--- src/rtl/uart_rx_frame.sv ---
`default_nettype none
// ============================================================================
// uart_rx_frame : oversampled 8-O-1 UART frame receiver with parity/framing check
// Revision      : 1.0
// ============================================================================
module uart_rx_frame #(
  parameter int clk_freq  = 1_000_000,
  parameter int baud_rate = 9600
) (
  input  logic       clk,
  input  logic       rst,
  input  logic       rx,
  output logic [7:0] dout,
  output logic       valid,
  output logic       parity_err,
  output logic       frame_err,
  output logic       busy
);

  localparam int CLKCOUNT = clk_freq / baud_rate;
  localparam int CNT_W    = (CLKCOUNT < 4) ? 2 : $clog2(CLKCOUNT);

  localparam logic [CNT_W-1:0] CNT_HALF = CNT_W'(CLKCOUNT / 2 - 1);
  localparam logic [CNT_W-1:0] CNT_LAST = CNT_W'(CLKCOUNT - 1);

  generate
    if (CLKCOUNT < 4) begin : g_clkcount_check
      $error("uart_rx_frame: clk_freq/baud_rate must be at least 4");
    end
  endgenerate

  typedef enum logic [2:0] {
    ST_IDLE   = 3'd0,
    ST_START  = 3'd1,
    ST_DATA   = 3'd2,
    ST_PARITY = 3'd3,
    ST_STOP   = 3'd4
  } state_t;

  state_t           state_q, state_d;
  logic             sync1_q, sync1_d;
  logic             sync2_q, sync2_d;
  logic [CNT_W-1:0] cnt_q,   cnt_d;
  logic [2:0]       idx_q,   idx_d;
  logic             armed_q, armed_d;
  logic [7:0]       shreg_q, shreg_d;
  logic             par_q,   par_d;
  logic [7:0]       dout_q,  dout_d;
  logic             valid_q, valid_d;
  logic             perr_q,  perr_d;
  logic             ferr_q,  ferr_d;
  logic             busy_q,  busy_d;

  logic rx_s;
  assign rx_s = sync2_q;

  always_comb begin
    state_d = state_q;
    sync1_d = rx;
    sync2_d = sync1_q;
    cnt_d   = cnt_q;
    idx_d   = idx_q;
    armed_d = armed_q;
    shreg_d = shreg_q;
    par_d   = par_q;
    dout_d  = dout_q;
    valid_d = 1'b0;
    perr_d  = perr_q;
    ferr_d  = ferr_q;

    case (state_q)
      ST_IDLE: begin
        if (rx_s) begin
          armed_d = 1'b1;
        end
        // A low line is only a start once it has been seen high since the last frame
        if (armed_q && !rx_s) begin
          state_d = ST_START;
          cnt_d   = '0;
          armed_d = 1'b0;
        end
      end

      ST_START: begin
        if (cnt_q == CNT_HALF) begin
          cnt_d = '0;
          if (!rx_s) begin
            state_d = ST_DATA;
            idx_d   = 3'd0;
          end else begin
            state_d = ST_IDLE;
          end
        end else begin
          cnt_d = cnt_q + 1'b1;
        end
      end

      ST_DATA: begin
        if (cnt_q == CNT_LAST) begin
          cnt_d          = '0;
          shreg_d[idx_q] = rx_s;
          idx_d          = idx_q + 3'd1;
          if (idx_q == 3'd7) begin
            state_d = ST_PARITY;
          end
        end else begin
          cnt_d = cnt_q + 1'b1;
        end
      end

      ST_PARITY: begin
        if (cnt_q == CNT_LAST) begin
          cnt_d   = '0;
          par_d   = rx_s;
          state_d = ST_STOP;
        end else begin
          cnt_d = cnt_q + 1'b1;
        end
      end

      ST_STOP: begin
        if (cnt_q == CNT_LAST) begin
          cnt_d   = '0;
          dout_d  = shreg_q;
          perr_d  = ~(^{shreg_q, par_q});
          ferr_d  = ~rx_s;
          valid_d = 1'b1;
          state_d = ST_IDLE;
        end else begin
          cnt_d = cnt_q + 1'b1;
        end
      end

      default: begin
        state_d = ST_IDLE;
        cnt_d   = '0;
      end
    endcase

    busy_d = (state_d != ST_IDLE);
  end

  always_ff @(posedge clk) begin
    if (rst) begin
      state_q <= ST_IDLE;
      sync1_q <= 1'b1;
      sync2_q <= 1'b1;
      cnt_q   <= '0;
      idx_q   <= 3'd0;
      armed_q <= 1'b0;
      shreg_q <= 8'h00;
      par_q   <= 1'b0;
      dout_q  <= 8'h00;
      valid_q <= 1'b0;
      perr_q  <= 1'b0;
      ferr_q  <= 1'b0;
      busy_q  <= 1'b0;
    end else begin
      state_q <= state_d;
      sync1_q <= sync1_d;
      sync2_q <= sync2_d;
      cnt_q   <= cnt_d;
      idx_q   <= idx_d;
      armed_q <= armed_d;
      shreg_q <= shreg_d;
      par_q   <= par_d;
      dout_q  <= dout_d;
      valid_q <= valid_d;
      perr_q  <= perr_d;
      ferr_q  <= ferr_d;
      busy_q  <= busy_d;
    end
  end

  assign dout       = dout_q;
  assign valid      = valid_q;
  assign parity_err = perr_q;
  assign frame_err  = ferr_q;
  assign busy       = busy_q;

endmodule
`default_nettype wire

--- config.mk ---
export PLATFORM = sky130hd
export DESIGN_NAME = uart_rx_frame
export DESIGN_NICKNAME = d
export VERILOG_FILES = /design/src/rtl/uart_rx_frame.sv
export SDC_FILE = /design/constraint.sdc
export NUM_CORES = 1
export LEC_CHECK = 0
export BUFFER_PORTS_ARGS = -buffer_cell sky130_fd_sc_hd__buf_2
export CAP_MARGIN = 20
export CELL_PAD_IN_SITES_DETAIL_PLACEMENT = 0
export CELL_PAD_IN_SITES_GLOBAL_PLACEMENT = 2
export CORE_ASPECT_RATIO = 1.4
export CORE_UTILIZATION = 39
export CTS_CLUSTER_DIAMETER = 200
export DETAILED_ROUTE_END_ITERATION = 8
export HOLD_SLACK_MARGIN = 0.08
export PLACE_DENSITY_LB_ADDON = 0.1
export REMOVE_ABC_BUFFERS = 1
export SYNTH_ARGS = -nofsm -noshare
export SYNTH_HDL_FRONTEND = slang
export SYNTH_SLANG_ARGS = --single-unit
--- constraint.sdc ---
create_clock -name clk -period 2.9 [get_ports clk]
set_clock_uncertainty 0.2 [all_clocks]
set_input_delay 0.145 -clock clk [delete_from_list [all_inputs] [get_ports clk]]
set_output_delay 0.145 -clock clk [all_outputs]
set_load 0.03 [all_outputs]
## Yosys cells after proc, flatten, opt, wreduce, memory -nomap -nowiden

Cells that the tools add are included.

| word-level totals | value |
|---|---|
| register bits | 37 |
| latch bits | 0 |
| memory bits (writable) | 0 |
| memory bits (read-only) | 0 |
| input port bits | 3 |
| output and inout port bits | 12 |
| word-level logic and storage cells | 68 |
| memories | 0 |

| operators by class | value |
|---|---|
| add/subtract/negate cells | 2 |
| multipliers | 0 |
| div/mod/pow operators | 0 |
| magnitude comparators | 2 |
| eq/ne operators | 11 |
| shift operators | 0 |
| multiplexer cells | 22 |
| bitwise gates (word level) | 3 |
| reductions and logical operators | 15 |

Operators with widths:

| kind | count |
|---|---|
| 3-bit two-way mux | 9 |
| 7-bit two-way mux | 3 |
| 7-bit one-hot mux with 3 select lines | 1 |
| 3-bit one-hot mux with 5 select lines | 1 |
| 9-bit XOR reduction | 1 |
| 8-bit bitwise mux | 1 |
| 2-bit inequality test (second input constant) | 4 |
| 2-bit AND reduction | 4 |
| 7-bit by 1-bit adder with 7-bit output (second input constant) | 1 |
| 7-bit by 6-bit == test with 1-bit output (second input constant) | 1 |
| 7-bit == test (second input constant) | 1 |
| 3-bit by 2-bit == test with 1-bit output (second input constant) | 2 |
| 3-bit == test (second input constant) | 2 |
| 3-bit one-hot mux with 2 select lines | 1 |
| 3-bit by 4-bit < comparator with 1-bit output (second input constant) | 1 |
| 1-bit two-way mux | 4 |
| 4-bit AND reduction | 1 |
| 2-bit nonzero test | 2 |
| 3-bit by 1-bit adder with 3-bit output (second input constant) | 1 |
| 1-bit demux with 3-bit select | 1 |
| 3-bit by 1-bit == test with 1-bit output (second input constant) | 1 |
| 3-bit by 1-bit >= comparator with 1-bit output (second input constant) | 1 |
| 3-bit logical NOT | 1 |
| 1-bit NOT | 3 |
| other kinds (6) | 7 |

## Depth between registers and ports, before layout

| logic depth | value |
|---|---|
| depth after elaboration | 5 |
| mapped depth | 6 |
| mapped depth without buffers | 5 |

## Least setup slack after synthesis

Ideal clock, no wire load.

| timing path | value |
|---|---|
| path type | register to register |
| start | register cnt_q[0] |
| end | register idx_q[1] |
| arrival time | 1.524 ns |
| data required time | 2.571 ns |
| setup slack | 1.047 ns |
| stages on the path, launching flop included | 6 |
| path buffers | 0 |
| path through | dfxtp_1 ha_1 nand2b_1 or4_1 a21oi_1 o32ai_1 |

| between the ends | value |
|---|---|
| cells in the longest elaborated chain, start to end | 3 |

RTL lines:

| what | RTL line | source |
|---|---|---|
| start: declaration | 43 | `logic [CNT_W-1:0] cnt_q, cnt_d;` |
| start signal: assignment | 162 | `cnt_q <= cnt_d;` |
| 7-bit == test / 7-bit by 6-bit == test with 1-bit output (equally long branches) | 99, 85 |  |
| 2-bit inequality test (no line) | - |  |
| 4-bit AND reduction (no line) * | - |  |
| end signal: assignment | 163 | `idx_q <= idx_d;` |
| end: declaration | 44 | `logic [2:0] idx_q, idx_d;` |

Every way passes the cells marked *; elsewhere a longest branch is shown, timed or not.
A chain may end at the register's enable or synchronous reset.

## Worst setup path after layout

| timing path | value |
|---|---|
| start | register state_q[1] |
| end | register idx_q[2] |

| between the ends | value |
|---|---|
| cells in the longest elaborated chain, start to end | 3 |

RTL lines:

| what | RTL line | source |
|---|---|---|
| start: declaration | 40 | `state_t state_q, state_d;` |
| start signal: assignment | 159 | `state_q <= state_d;` |
| 3-bit by 2-bit == test with 1-bit output / 3-bit by 1-bit == test with 1-bit output (equally long branches) | 71 | `case (state_q)` |
| 2-bit inequality test (no line) / 2-bit nonzero test (equally long branches) | - |  |
| 4-bit AND reduction (no line) | - |  |

Parallel ways exist; a longest one is shown, timed or not.

==> results by group <==
Floorplanning
  • Core ar.: 4540 sq um
  • Die H: roughly 83 um
  • I/O Pins: 15
  • DIE AREA: between 4000 and 5000 sq um
  • # rows: 29
  • Die width: 60.0 um
  • Starting Density: 40.4%

Global routing
  • Largest net degree at the start of global routing: 41
  • First-pass GRT wire length: between 7000 and 8000 um
  • Vias in the first global route: about 1500
  • GRT Total Usage: roughly a fifth
  • Initial antenna violation count: 0
  • Grt ovf: 0

Synthesis
  • Synth async-reset ratio: 0%
  • Commonest cells in the netlist: dfxtp_1 (37), nor2_1 (17), nand3_1 (13)
  • Most common cell in the netlist: dfxtp_1
  • Ys flop type: dfxtp_1
  • Post-synthesis instance area: ~1800 sq um
  • Synth area leader: dfxtp_1
  • Post-Syn Instances: 200
  • Synthesis Warnings: 0
  • Yosys reg bits: 37
  • Synth unique cells: 52
  • Post-synth EDFFs: 0
  • Syn avg cell area: ~9 sq um
  • Synth top area cells: dfxtp_1 (40%), mux2i_1 (5.5%), xnor2_1 (4.8%), nand3_1 (3.5%), nor2_1 (3.5%)
  • Sequential area share after synthesis: about two fifths
  • Area share of the largest cell type after synthesis: about two fifths

Detailed routing
  • ANT nets after route: 0
  • Avg WL per Cell: 15.3 um
  • Via/cell ratio: roughly 5.5
  • Via count: around 1500
  • Router iterations before antenna repair: 4
  • Iteration-0 DRC Markers: 46
  • DRT Wirelength: roughly 4200 um
  • DRC errors left: 0

Placement
  • DP Cell Count: between 200 and 300
  • IO Port Bufs: 14
  • Place WS: 721 ps
  • HPWL Detailed: 3060 um
  • Gpl congestion: about 0.80

Layout
  • N_diodes: 0
  • Final nets: about 220
  • Final core utilization: 44.7%
  • Non-Filler Instances: 275
  • Layout cell share with drive strength beyond 1: ~18%
  • Layout area overhead: 10.5%

Critical path
  • Worst setup EP type: flop
  • CP arrival: roughly 2100 ps
  • Crit path required time: roughly 2800 ps
  • Cells along the critical path: inv_2, or4_1, a21oi_1, o32ai_1
  • CP Launch Type: flop
  • Buf+Inv Stages, Crit Path: 1
  • WS Path Type: reg -> reg
  • Crit Path Max Fanout: 16
  • Critical path's top delay family: flip-flops
  • Crit path max-delay cell type: dfxtp_1
  • Slowest stage delay, CP: roughly 700 ps

Clock tree
  • Clock Path Buffers: 2
  • Worst-path clk slew: approximately 70 ps
  • CTS tree: done
  • CTS H-tree lvls: 2
  • Clock buffer count from CTS: 5
  • Worst-Skew Late Latency: ~280 ps
  • # Post-CTS Setup Buffers: 0
  • CTS resizes: 0
  • Root buf cell: clkbuf_8
  • Post-cts hold buffer count: 1
  • CTS Sinks: 37

STA
  • RSZ-0062 raised after global routing: no
  • Rel. slew slack: between 50% and 60%
  • Final min period: approximately 2200 ps
  • Final Hold Fails: 0
  • Fin crit share: around three quarters
  • Final setup vio count: 0
  • Slew @ Worst Pin: between 700 and 800 ps
  • TNS Setup: 0 ps
  • Final Max Slew Viols: 0
  • Maximum clock frequency: between 400 and 500 MHz
  • Post-route setup slack: 739 ps
  • Final hold slack: 204 ps

Worst hold path
  • Hold Path Class: in -> reg

Pwr
  • Power per cell area: approximately 450 nW/um^2
  • Peak supply drop: ~0.28 mV
  • Lkg Pwr: 0.743 nW

Run status
  • Status: completed

Flow run
  • Max-Cap Viols: 0
area by class of cell:
| type | instances | area [sq um] |
|---|---|---|
| clock buffer | 7 | 86.3 |
| sequential | 37 | 741 |
| multi-input combinational | 149 | 1020 |
| inverter | 4 | 15.0 |
| tap | 62 | 77.6 |
| fill | 462 | 2510 |
| timing repair buffer | 16 | 87.6 |
path summary, 6_finish.rpt:
| kind | cells past startpoint | end | startpoint | slack, ps |
|---|---|---|---|---|
| min | 2 | dout[4] | rst | 200 |
| max | 4 | idx_q[2] | state_q[1] | 740 |
| max reg2reg | 4 | idx_q[2] | state_q[1] | 740 |
| min reg2reg | 1 | rx_s | sync1_q | 210 |
worst register-to-register path: cells and delay by family, from the launching register on:
family / cells / cell delay, ps
AND/OR/NAND/NOR: 1 / 540
buffers and inverters: 1 / 210
AO/OA/AOI/OAI: 2 / 390
flip-flops: 1 / 690
per-layer routing:
metal / track usage, % / wire length, um / vias to the layer above
li1: - / - / 755
met4: 7.19 / 88 / 0
met5: 0 / 0 / -
met3: 3.27 / 89 / 7
met1: 21.0 / 1720 / 734
met2: 33.4 / 2300 / 24
cell usage in the layout, fill, tap and decap left out, drive strengths merged, types with 3 or more instances in the layout:
cell type / instances
dfxtp: 37
clkbuf: 7
a21oi: 12
nand3: 13
mux2i: 10
a211oi: 6
buf: 15
nor3: 11
nand2: 10
nand2b: 6
inv: 4
or2: 5
nor2: 19
ha: 3
o21ai: 11
xnor2: 10
per-stage QoR:
stage / total power, mW / area (sq um)
5_1_grt: 0.946 / 2030
6_report: 0.905 / 2030
3_5_place_dp: 0.560 / 1930
2_1_floorplan: 0.545 / 1780
3_3_place_gp: 0.559 / 1930
4_1_cts: 0.919 / 2030
power by group:
group | switching, mW | internal [mW]
sequential | 0.00547 | 0.513
clock | 0.167 | 0.188
combinational | 0.0199 | 0.0110
total | 0.193 | 0.712
cells by family after synthesis:
| kind of cell | after synthesis | synth area share [%] |
|---|---|---|
| adders and majority gates | 3 | 2.05 |
| muxes | 10 | 5.46 |
| xor gates and xnor gates | 12 | 6.48 |
| AOI/OAI and AO/OA | 42 | 15.8 |
| DFF | 37 | 40.4 |
| buffers and inverters | 14 | 4.02 |
| and+or+nand+nor | 82 | 25.9 |
registers in the layout, summed over array words and instances (netlist names), 3 cells and up:
signal and flops:
cnt_q 7, dout 8, idx_q 3, state_q 3, shreg_q 8
No activity file was read; power rests on OpenSTA's default activity.
